### src/rtl/vga_pkg.sv
// Shared VGA timing constants, pixel type and motion FSM encoding for the sprite renderer.
package vga_pkg;

    localparam int unsigned H_ACTIVE_START = 144;
    localparam int unsigned V_ACTIVE_START = 35;
    localparam int unsigned ACTIVE_W       = 640;
    localparam int unsigned ACTIVE_H       = 480;
    localparam int unsigned V_BLANK_TICK   = 516;
    localparam int unsigned RGB_W          = 12;

    typedef logic [RGB_W-1:0] rgb_t;

    typedef enum logic {
        StWait,
        StUpdate
    } motion_state_e;

endpackage

### src/rtl/sprite_renderer_if.sv
// Video bundle between the timing generator, the sprite renderer and the VGA pins.
interface sprite_renderer_if;

    logic [9:0]                hCount;
    logic [9:0]                vCount;
    logic                      bright;
    logic                      hSync_in;
    logic                      vSync_in;
    logic [vga_pkg::RGB_W-1:0] rgb;
    logic                      hSync_out;
    logic                      vSync_out;

    modport master (
        output hCount, vCount, bright, hSync_in, vSync_in,
        input  rgb, hSync_out, vSync_out
    );

    modport slave (
        input  hCount, vCount, bright, hSync_in, vSync_in,
        output rgb, hSync_out, vSync_out
    );

endinterface

### src/rtl/sprite_motion.sv
// Button sync, once-per-frame tick, and clamped sprite motion with a border-flash counter.
module sprite_motion import vga_pkg::*; #(
    parameter int unsigned SPRITE_SIZE  = 32,
    parameter int unsigned STEP         = 4,
    parameter int unsigned X_INIT       = 304,
    parameter int unsigned Y_INIT       = 224,
    parameter int unsigned FLASH_FRAMES = 15
) (
    input  logic       clk,
    input  logic       reset_n,
    input  logic [9:0] v_s1,
    input  logic       btn_up,
    input  logic       btn_down,
    input  logic       btn_left,
    input  logic       btn_right,
    output logic [9:0] sprite_x,
    output logic [9:0] sprite_y,
    output logic       hit
);

    localparam int unsigned FW = $clog2(FLASH_FRAMES + 1);
    localparam logic [9:0] STEP_V = 10'(STEP);
    localparam logic [9:0] X_MAX  = 10'(ACTIVE_W - SPRITE_SIZE);
    localparam logic [9:0] Y_MAX  = 10'(ACTIVE_H - SPRITE_SIZE);
    localparam logic [9:0] TICK_V = 10'(V_BLANK_TICK);

    // Button vectors are {up, down, left, right}.
    logic [3:0]    sync1_q, sync2_q, btn_q, btn_d;
    logic [9:0]    v_prev_q, x_q, x_d, y_q, y_d;
    logic [FW-1:0] flash_q, flash_d;
    motion_state_e state_q, state_d;
    logic          tick, clamp;

    assign tick = (v_s1 == TICK_V) && (v_prev_q != TICK_V);

    always_ff @(posedge clk or negedge reset_n) begin
        if (!reset_n) begin
            sync1_q  <= '0;
            sync2_q  <= '0;
            btn_q    <= '0;
            v_prev_q <= '0;
            x_q      <= 10'(X_INIT);
            y_q      <= 10'(Y_INIT);
            flash_q  <= '0;
            state_q  <= StWait;
        end else begin
            sync1_q  <= {btn_up, btn_down, btn_left, btn_right};
            sync2_q  <= sync1_q;
            btn_q    <= btn_d;
            v_prev_q <= v_s1;
            x_q      <= x_d;
            y_q      <= y_d;
            flash_q  <= flash_d;
            state_q  <= state_d;
        end
    end

    always_comb begin
        state_d = state_q;
        btn_d   = btn_q;
        x_d     = x_q;
        y_d     = y_q;
        flash_d = flash_q;
        clamp   = 1'b0;
        case (state_q)
            StWait: begin
                // Buttons are frozen at the tick so a late change waits for the next frame.
                if (tick) begin
                    state_d = StUpdate;
                    btn_d   = sync2_q;
                end
            end
            StUpdate: begin
                state_d = StWait;
                if (btn_q[1] && !btn_q[0]) begin
                    if (x_q < STEP_V) begin
                        x_d   = '0;
                        clamp = 1'b1;
                    end else begin
                        x_d = x_q - STEP_V;
                    end
                end else if (btn_q[0] && !btn_q[1]) begin
                    if (x_q > X_MAX - STEP_V) begin
                        x_d   = X_MAX;
                        clamp = 1'b1;
                    end else begin
                        x_d = x_q + STEP_V;
                    end
                end
                if (btn_q[3] && !btn_q[2]) begin
                    if (y_q < STEP_V) begin
                        y_d   = '0;
                        clamp = 1'b1;
                    end else begin
                        y_d = y_q - STEP_V;
                    end
                end else if (btn_q[2] && !btn_q[3]) begin
                    if (y_q > Y_MAX - STEP_V) begin
                        y_d   = Y_MAX;
                        clamp = 1'b1;
                    end else begin
                        y_d = y_q + STEP_V;
                    end
                end
                if (clamp) begin
                    flash_d = FW'(FLASH_FRAMES);
                end else if (flash_q != '0) begin
                    flash_d = flash_q - 1'b1;
                end
            end
            default: state_d = StWait;
        endcase
    end

    assign sprite_x = x_q;
    assign sprite_y = y_q;
    assign hit      = (flash_q != '0);

endmodule

### src/rtl/sprite_renderer.sv
// Two-stage pixel pipeline drawing a movable square sprite with a flashing border on hits.
module sprite_renderer import vga_pkg::*; #(
    parameter int unsigned SPRITE_SIZE  = 32,
    parameter int unsigned STEP         = 4,
    parameter int unsigned X_INIT       = 304,
    parameter int unsigned Y_INIT       = 224,
    parameter int unsigned BORDER_W     = 4,
    parameter int unsigned FLASH_FRAMES = 15,
    parameter rgb_t        COLOR_SPRITE = 12'hF00,
    parameter rgb_t        COLOR_BG     = 12'h000,
    parameter rgb_t        COLOR_FLASH  = 12'hFFF
) (
    input  logic              clk,
    input  logic              reset_n,
    sprite_renderer_if.slave  vid,
    input  logic              btn_up,
    input  logic              btn_down,
    input  logic              btn_left,
    input  logic              btn_right,
    output logic [9:0]        sprite_x,
    output logic [9:0]        sprite_y,
    output logic              hit
);

    logic [9:0] h_q, v_q, px, py;
    logic       bright_q, hs_q, vs_q, hs2_q, vs2_q;
    rgb_t       rgb_q, rgb_d;
    logic       in_sprite, in_border;

    sprite_motion #(
        .SPRITE_SIZE  (SPRITE_SIZE),
        .STEP         (STEP),
        .X_INIT       (X_INIT),
        .Y_INIT       (Y_INIT),
        .FLASH_FRAMES (FLASH_FRAMES)
    ) u_motion (
        .clk       (clk),
        .reset_n   (reset_n),
        .v_s1      (v_q),
        .btn_up    (btn_up),
        .btn_down  (btn_down),
        .btn_left  (btn_left),
        .btn_right (btn_right),
        .sprite_x  (sprite_x),
        .sprite_y  (sprite_y),
        .hit       (hit)
    );

    always_ff @(posedge clk or negedge reset_n) begin
        if (!reset_n) begin
            h_q      <= '0;
            v_q      <= '0;
            bright_q <= 1'b0;
            hs_q     <= 1'b1;
            vs_q     <= 1'b1;
            rgb_q    <= '0;
            hs2_q    <= 1'b1;
            vs2_q    <= 1'b1;
        end else begin
            h_q      <= vid.hCount;
            v_q      <= vid.vCount;
            bright_q <= vid.bright;
            hs_q     <= vid.hSync_in;
            vs_q     <= vid.vSync_in;
            rgb_q    <= rgb_d;
            hs2_q    <= hs_q;
            vs2_q    <= vs_q;
        end
    end

    // Wraps outside active video, but the result is only used when bright is set.
    assign px = h_q - 10'(H_ACTIVE_START);
    assign py = v_q - 10'(V_ACTIVE_START);

    assign in_sprite = (px >= sprite_x) && ({1'b0, px} < {1'b0, sprite_x} + 11'(SPRITE_SIZE)) &&
                       (py >= sprite_y) && ({1'b0, py} < {1'b0, sprite_y} + 11'(SPRITE_SIZE));
    assign in_border = (px < 10'(BORDER_W)) || (px >= 10'(ACTIVE_W - BORDER_W)) ||
                       (py < 10'(BORDER_W)) || (py >= 10'(ACTIVE_H - BORDER_W));

    always_comb begin
        rgb_d = '0;
        if (bright_q) begin
            if (in_sprite) begin
                rgb_d = COLOR_SPRITE;
            end else if (hit && in_border) begin
                rgb_d = COLOR_FLASH;
            end else begin
                rgb_d = COLOR_BG;
            end
        end
    end

    assign vid.rgb       = rgb_q;
    assign vid.hSync_out = hs2_q;
    assign vid.vSync_out = vs2_q;

endmodule
### src/flat_wrapper.sv
// flat-port wrapper written by rule: the top's interface ports become plain ports
module sprite_renderer_flat import vga_pkg::*;
#(
    parameter int unsigned SPRITE_SIZE  = 32,
    parameter int unsigned STEP         = 4,
    parameter int unsigned X_INIT       = 304,
    parameter int unsigned Y_INIT       = 224,
    parameter int unsigned BORDER_W     = 4,
    parameter int unsigned FLASH_FRAMES = 15,
    parameter rgb_t        COLOR_SPRITE = 12'hF00,
    parameter rgb_t        COLOR_BG     = 12'h000,
    parameter rgb_t        COLOR_FLASH  = 12'hFFF
)
  (clk, reset_n, btn_up, btn_down, btn_left, btn_right, sprite_x, sprite_y, hit, vid_hCount, vid_vCount, vid_bright, vid_hSync_in, vid_vSync_in, vid_rgb, vid_hSync_out, vid_vSync_out);
  sprite_renderer_if vid_i ();
  input  logic clk;
  input  logic reset_n;
  input  logic btn_up;
  input  logic btn_down;
  input  logic btn_left;
  input  logic btn_right;
  output logic [9:0] sprite_x;
  output logic [9:0] sprite_y;
  output logic hit;
  input wire logic [$bits(vid_i.hCount)-1:0] vid_hCount;
  input wire logic [$bits(vid_i.vCount)-1:0] vid_vCount;
  input wire logic [$bits(vid_i.bright)-1:0] vid_bright;
  input wire logic [$bits(vid_i.hSync_in)-1:0] vid_hSync_in;
  input wire logic [$bits(vid_i.vSync_in)-1:0] vid_vSync_in;
  output wire logic [$bits(vid_i.rgb)-1:0] vid_rgb;
  output wire logic [$bits(vid_i.hSync_out)-1:0] vid_hSync_out;
  output wire logic [$bits(vid_i.vSync_out)-1:0] vid_vSync_out;
  assign vid_i.hCount = vid_hCount;
  assign vid_i.vCount = vid_vCount;
  assign vid_i.bright = vid_bright;
  assign vid_i.hSync_in = vid_hSync_in;
  assign vid_i.vSync_in = vid_vSync_in;
  assign vid_rgb = vid_i.rgb;
  assign vid_hSync_out = vid_i.hSync_out;
  assign vid_vSync_out = vid_i.vSync_out;
  sprite_renderer #(.SPRITE_SIZE(SPRITE_SIZE), .STEP(STEP), .X_INIT(X_INIT), .Y_INIT(Y_INIT), .BORDER_W(BORDER_W), .FLASH_FRAMES(FLASH_FRAMES), .COLOR_SPRITE(COLOR_SPRITE), .COLOR_BG(COLOR_BG), .COLOR_FLASH(COLOR_FLASH)) u_core (.clk(clk), .reset_n(reset_n), .vid(vid_i), .btn_up(btn_up), .btn_down(btn_down), .btn_left(btn_left), .btn_right(btn_right), .sprite_x(sprite_x), .sprite_y(sprite_y), .hit(hit));
endmodule
### config.mk
export PLATFORM = sky130hd
export DESIGN_NAME = sprite_renderer_flat
export DESIGN_NICKNAME = d
export VERILOG_FILES = /design/src/rtl/vga_pkg.sv /design/src/rtl/sprite_renderer_if.sv /design/src/rtl/sprite_motion.sv /design/src/rtl/sprite_renderer.sv /design/src/flat_wrapper.sv
export SDC_FILE = /design/constraint.sdc
export NUM_CORES = 1
export LEC_CHECK = 0
export BUFFER_PORTS_ARGS = -buffer_cell sky130_fd_sc_hd__buf_2
export CAP_MARGIN = 20
export CORE_MARGIN = 8
export CORE_UTILIZATION = 54
export CTS_BUF_LIST = sky130_fd_sc_hd__clkbuf_4 sky130_fd_sc_hd__clkbuf_8 sky130_fd_sc_hd__clkbuf_16
export CTS_CLUSTER_SIZE = 25
export DETAILED_ROUTE_END_ITERATION = 8
export PLACE_DENSITY_LB_ADDON = 0.2
export SLEW_MARGIN = 20
export SYNTH_ARGS = -nofsm -noshare
export SYNTH_HDL_FRONTEND = slang
export SYNTH_SLANG_ARGS = --single-unit
### constraint.sdc
create_clock -name clk -period 9.69 [get_ports clk]
set_input_delay 0.4845 -clock clk [delete_from_list [all_inputs] [get_ports clk]]
set_output_delay 0.4845 -clock clk [all_outputs]
set_load 0.1 [all_outputs]
==> impl_metrics.yaml <==
die:
  start_util: 0.557
  die_h_um: 105
  die_area_um2: 11000
  io_pins: 64
  die_x_um: 105
  core_um2: 7690
  rows: 32
power:
  p_switching_mw: 0.173
  peakVddDrop_mv: 0.114
  power.density_nw_per_um2: 125
  clkPwrFrac: 0.355
  comb_power_share: 0.130
  power_frac_seq: 0.515
  total_power_mw: 0.587
  p_sw_frac: 0.295
  leakage_nw: 2.15
  intPower_mw: 0.414
setup_path:
  r2r-start: "u_core.v_q[0]"
  ff2ff_path_depth: 11
  critPathKind: "reg2reg"
  startpoint_type: "flop"
  end_kind: "flop"
  r2r-end: "u_core.vid.rgb[7]"
  ff2ff_setup_slack_ns: 6.25
  required_ns: 9.91
  crit_arrival_ns: 3.66
  cp_max_fo: 10
timing:
  slew_viol_final: 0
  fin_setup_tns_ns: 0
  max_freq_mhz: 291
  skew_ns: 0.0131
  tightest_slew_ns: 0.929
  relSlewSlack: 0.374
  fin_crit_ns: 3.44
  finalCritPeriodShare: 0.355
  finalSetupViolCount: 0
  rsz0062_at_grt: "false"
  finalHoldViolations: 0
logic_synthesis:
  synth_xor_area_frac: 0.0368
  syn-cell-area_um2: 4280
  netlist_instances: 454
  synth.area.top_cells: "dfrtp_1, ha_1, dfstp_2, a21oi_1, nand2_1"
  yosys-mux-area-fraction: 0.00468
  synthSimpleGateAreaFrac: 0.147
  synth.avg_cell_area_um2: 9.43
  ys_ff_latch: 68
  yosysUniqueCellTypes: 66
  synth_top_family_by_area: "compound AO/OA/AOI/OAI gates"
  synth_top_area_share: 0.339
  yosys.area_share.adder: 0.134
  async_flop_share: 1.00
  synth_edf_count: 0
  synthFlopType: "dfrtp_1"
  yosysTopAreaCell: "dfrtp_1"
  yosys_warnings: 0
  ys_seq_area_frac: 0.400
  synth_compound_area_frac: 0.196
cts:
  cts-hold-fix-buffers: 0
  numCtsBuffers: 9
  cts_tree: "done"
  clockBufferDepth: 2
  tritoncts_num_sinks: 68
  clkLatencyLatePin_ns: 0.34
  post_cts_resized: 0
  ctsRootBufferMaster: "clkbuf_8"
  post_cts_buffers: 0
  clk_pin_slew_ns: 0.08
  h-tree-depth: 3
detailed_routing:
  drcViolationCount: 0
  firstDrtPassIters: 4
  post_drt_wl_per_cell_um: 15.5
  ant_nets: 0
  via_count: 3453
  viasPerCell: 5.78
  drt_iter0_drc: 199
  routed_wl_mm: 9.22
worst_hold_path:
  min_to: "u_core.vs_q"
  hold_depth: 1
  hold_class: "in2reg"
  min_from: "vid_vSync_in"
final_layout:
  drive_gt1_frac: 0.192
  area_delta_synth_final_pct: 9.59
  nNetsFinal: 565
  layout_common_cells: "dfrtp_1, buf_2, ha_1, nand2_1, inv_1"
  fin_cells: 597
  diodes: 0
  final_common_cell: "dfrtp_1"
flow_run:
  max-cap-violations: 0
place:
  place.gp.congestion: 0.920
  dpl.cell_count: 581
  port_buffers: 57
  dp_hpwl_mm: 6.84
global_route:
  antenna_found_initial: 0
  first_global_vias: 3300
  grt_max_degree: 69
  grt_pass1_wl_mm: 15.8
  grtUsageTotal: 0.171
  grt-ovfl-total: 0
status:
  status: "complete, no violations"
-- critical path, cell delays in order, from the launching register on --
cell,delay [ns]
dfrtp_1,0.45
ha_1,0.36
o41ai_2,0.38
nand2b_1,0.12
xnor2_1,0.24
ha_1,0.30
and4_1,0.21
a2111oi_0,0.42
a21oi_1,0.12
a2111oi_0,0.32
o211ai_1,0.21
nor3b_1,0.19
-- Yosys cell counts, types with 2 or more instances --
| library cell | count |
|---|---|
| o211ai_1 | 4 |
| a2111o_1 | 2 |
| o41ai_2 | 3 |
| dfrtp_1 | 58 |
| a211oi_1 | 5 |
| o21ai_0 | 25 |
| xor2_1 | 7 |
| nand2b_1 | 4 |
| nor4b_1 | 2 |
| o22ai_1 | 7 |
| nor2_1 | 12 |
| o21a_1 | 3 |
| o31ai_1 | 5 |
| a2111oi_0 | 3 |
| a22oi_1 | 3 |
| a31oi_1 | 3 |
| a221oi_1 | 2 |
| clkbuf_1 | 19 |
| nand2_1 | 37 |
| nor2b_1 | 8 |
| ha_1 | 46 |
| o311ai_0 | 3 |
| nor4_1 | 3 |
| inv_2 | 3 |
| a21oi_1 | 31 |
| nand3_1 | 11 |
| xnor2_1 | 11 |
| nand4_1 | 7 |
| o21ai_1 | 8 |
| or2_2 | 2 |
| dfstp_2 | 10 |
| mux2i_1 | 2 |
| and4b_1 | 3 |
| a21o_1 | 4 |
| nor3_1 | 16 |
| nor3b_1 | 4 |
| buf_4 | 14 |
| a221o_1 | 2 |
| inv_1 | 35 |
-- how the worst max path moves through the flow --
stage                                start                end  slack (ns)  depth (start not counted)
4_1_cts                      u_core.v_q[0]  u_core.vid.rgb[7]        6.28                         11
3_5_place_dp                 u_core.v_q[0]  u_core.vid.rgb[7]        6.30                         11
6_report                     u_core.v_q[0]  u_core.vid.rgb[7]        6.25                         11
3_3_place_gp                 u_core.v_q[0]  u_core.vid.rgb[7]        6.35                         11
2_1_floorplan  u_core.u_motion.sprite_y[7]  u_core.vid.rgb[7]        6.57                         10
5_1_grt                      u_core.v_q[0]  u_core.vid.rgb[7]        6.09                         11
-- metrics by stage --
stage                     hold WS (ns)  instance area, um^2   util  setup slack, ns
after floorplan                  0.189                 4290      -             6.57
after global placement           0.333                 4520  0.587             6.35
after detailed placement         0.336                 4520  0.587             6.30
after CTS                        0.217                 4690  0.610             6.28
after global routing             0.204                 4690  0.610             6.09
final                            0.228                 4690  0.610             6.25
-- power by group through the flow --
stage / sequential, mW / combinational (mW) / clock, mW
after floorplan: 0.308 / 0.0550 / 0
after global placement: 0.307 / 0.0741 / 0
after detailed placement: 0.308 / 0.0763 / 0
after CTS: 0.302 / 0.0768 / 0.216
after global routing: 0.304 / 0.0853 / 0.228
final: 0.302 / 0.0762 / 0.209
-- sequential cells by signal, summed over array words and instances (netlist names), 8 cells and up --
| register | flops |
|---|---|
| u_core.h_q | 8 |
| u_core.u_motion.sprite_x | 8 |
| u_core.u_motion.sprite_y | 8 |
| u_core.u_motion.v_prev_q | 10 |
| u_core.v_q | 10 |
-- logic make-up after synthesis --
logic type	Yosys count
other cells	1
buf+inv	74
xor+xnor	18
compound gates	126
simple gates	119
fa+ha+maj	46
flops	68
mux	2
-- metal layers --
layer / vias up / track usage / share of wire
met5: - / 0 / 0
met4: 0 / 0.0561 / 0.012
met3: 11 / 0.0424 / 0.057
met2: 115 / 0.267 / 0.46
met1: 1638 / 0.226 / 0.47
li1: 1689 / - / -
-- area by class of cell --
class                   count  area (um^2)
flip-flops and latches     68         1710
clock inverters             7         51.3
multi-input cells         315         2240
fillers                   679         3000
clock buffers               9          124
inverters                  38          143
repair buffers             58          293
well taps                 102          128
Note: power is estimated with default switching activity, not from simulation.
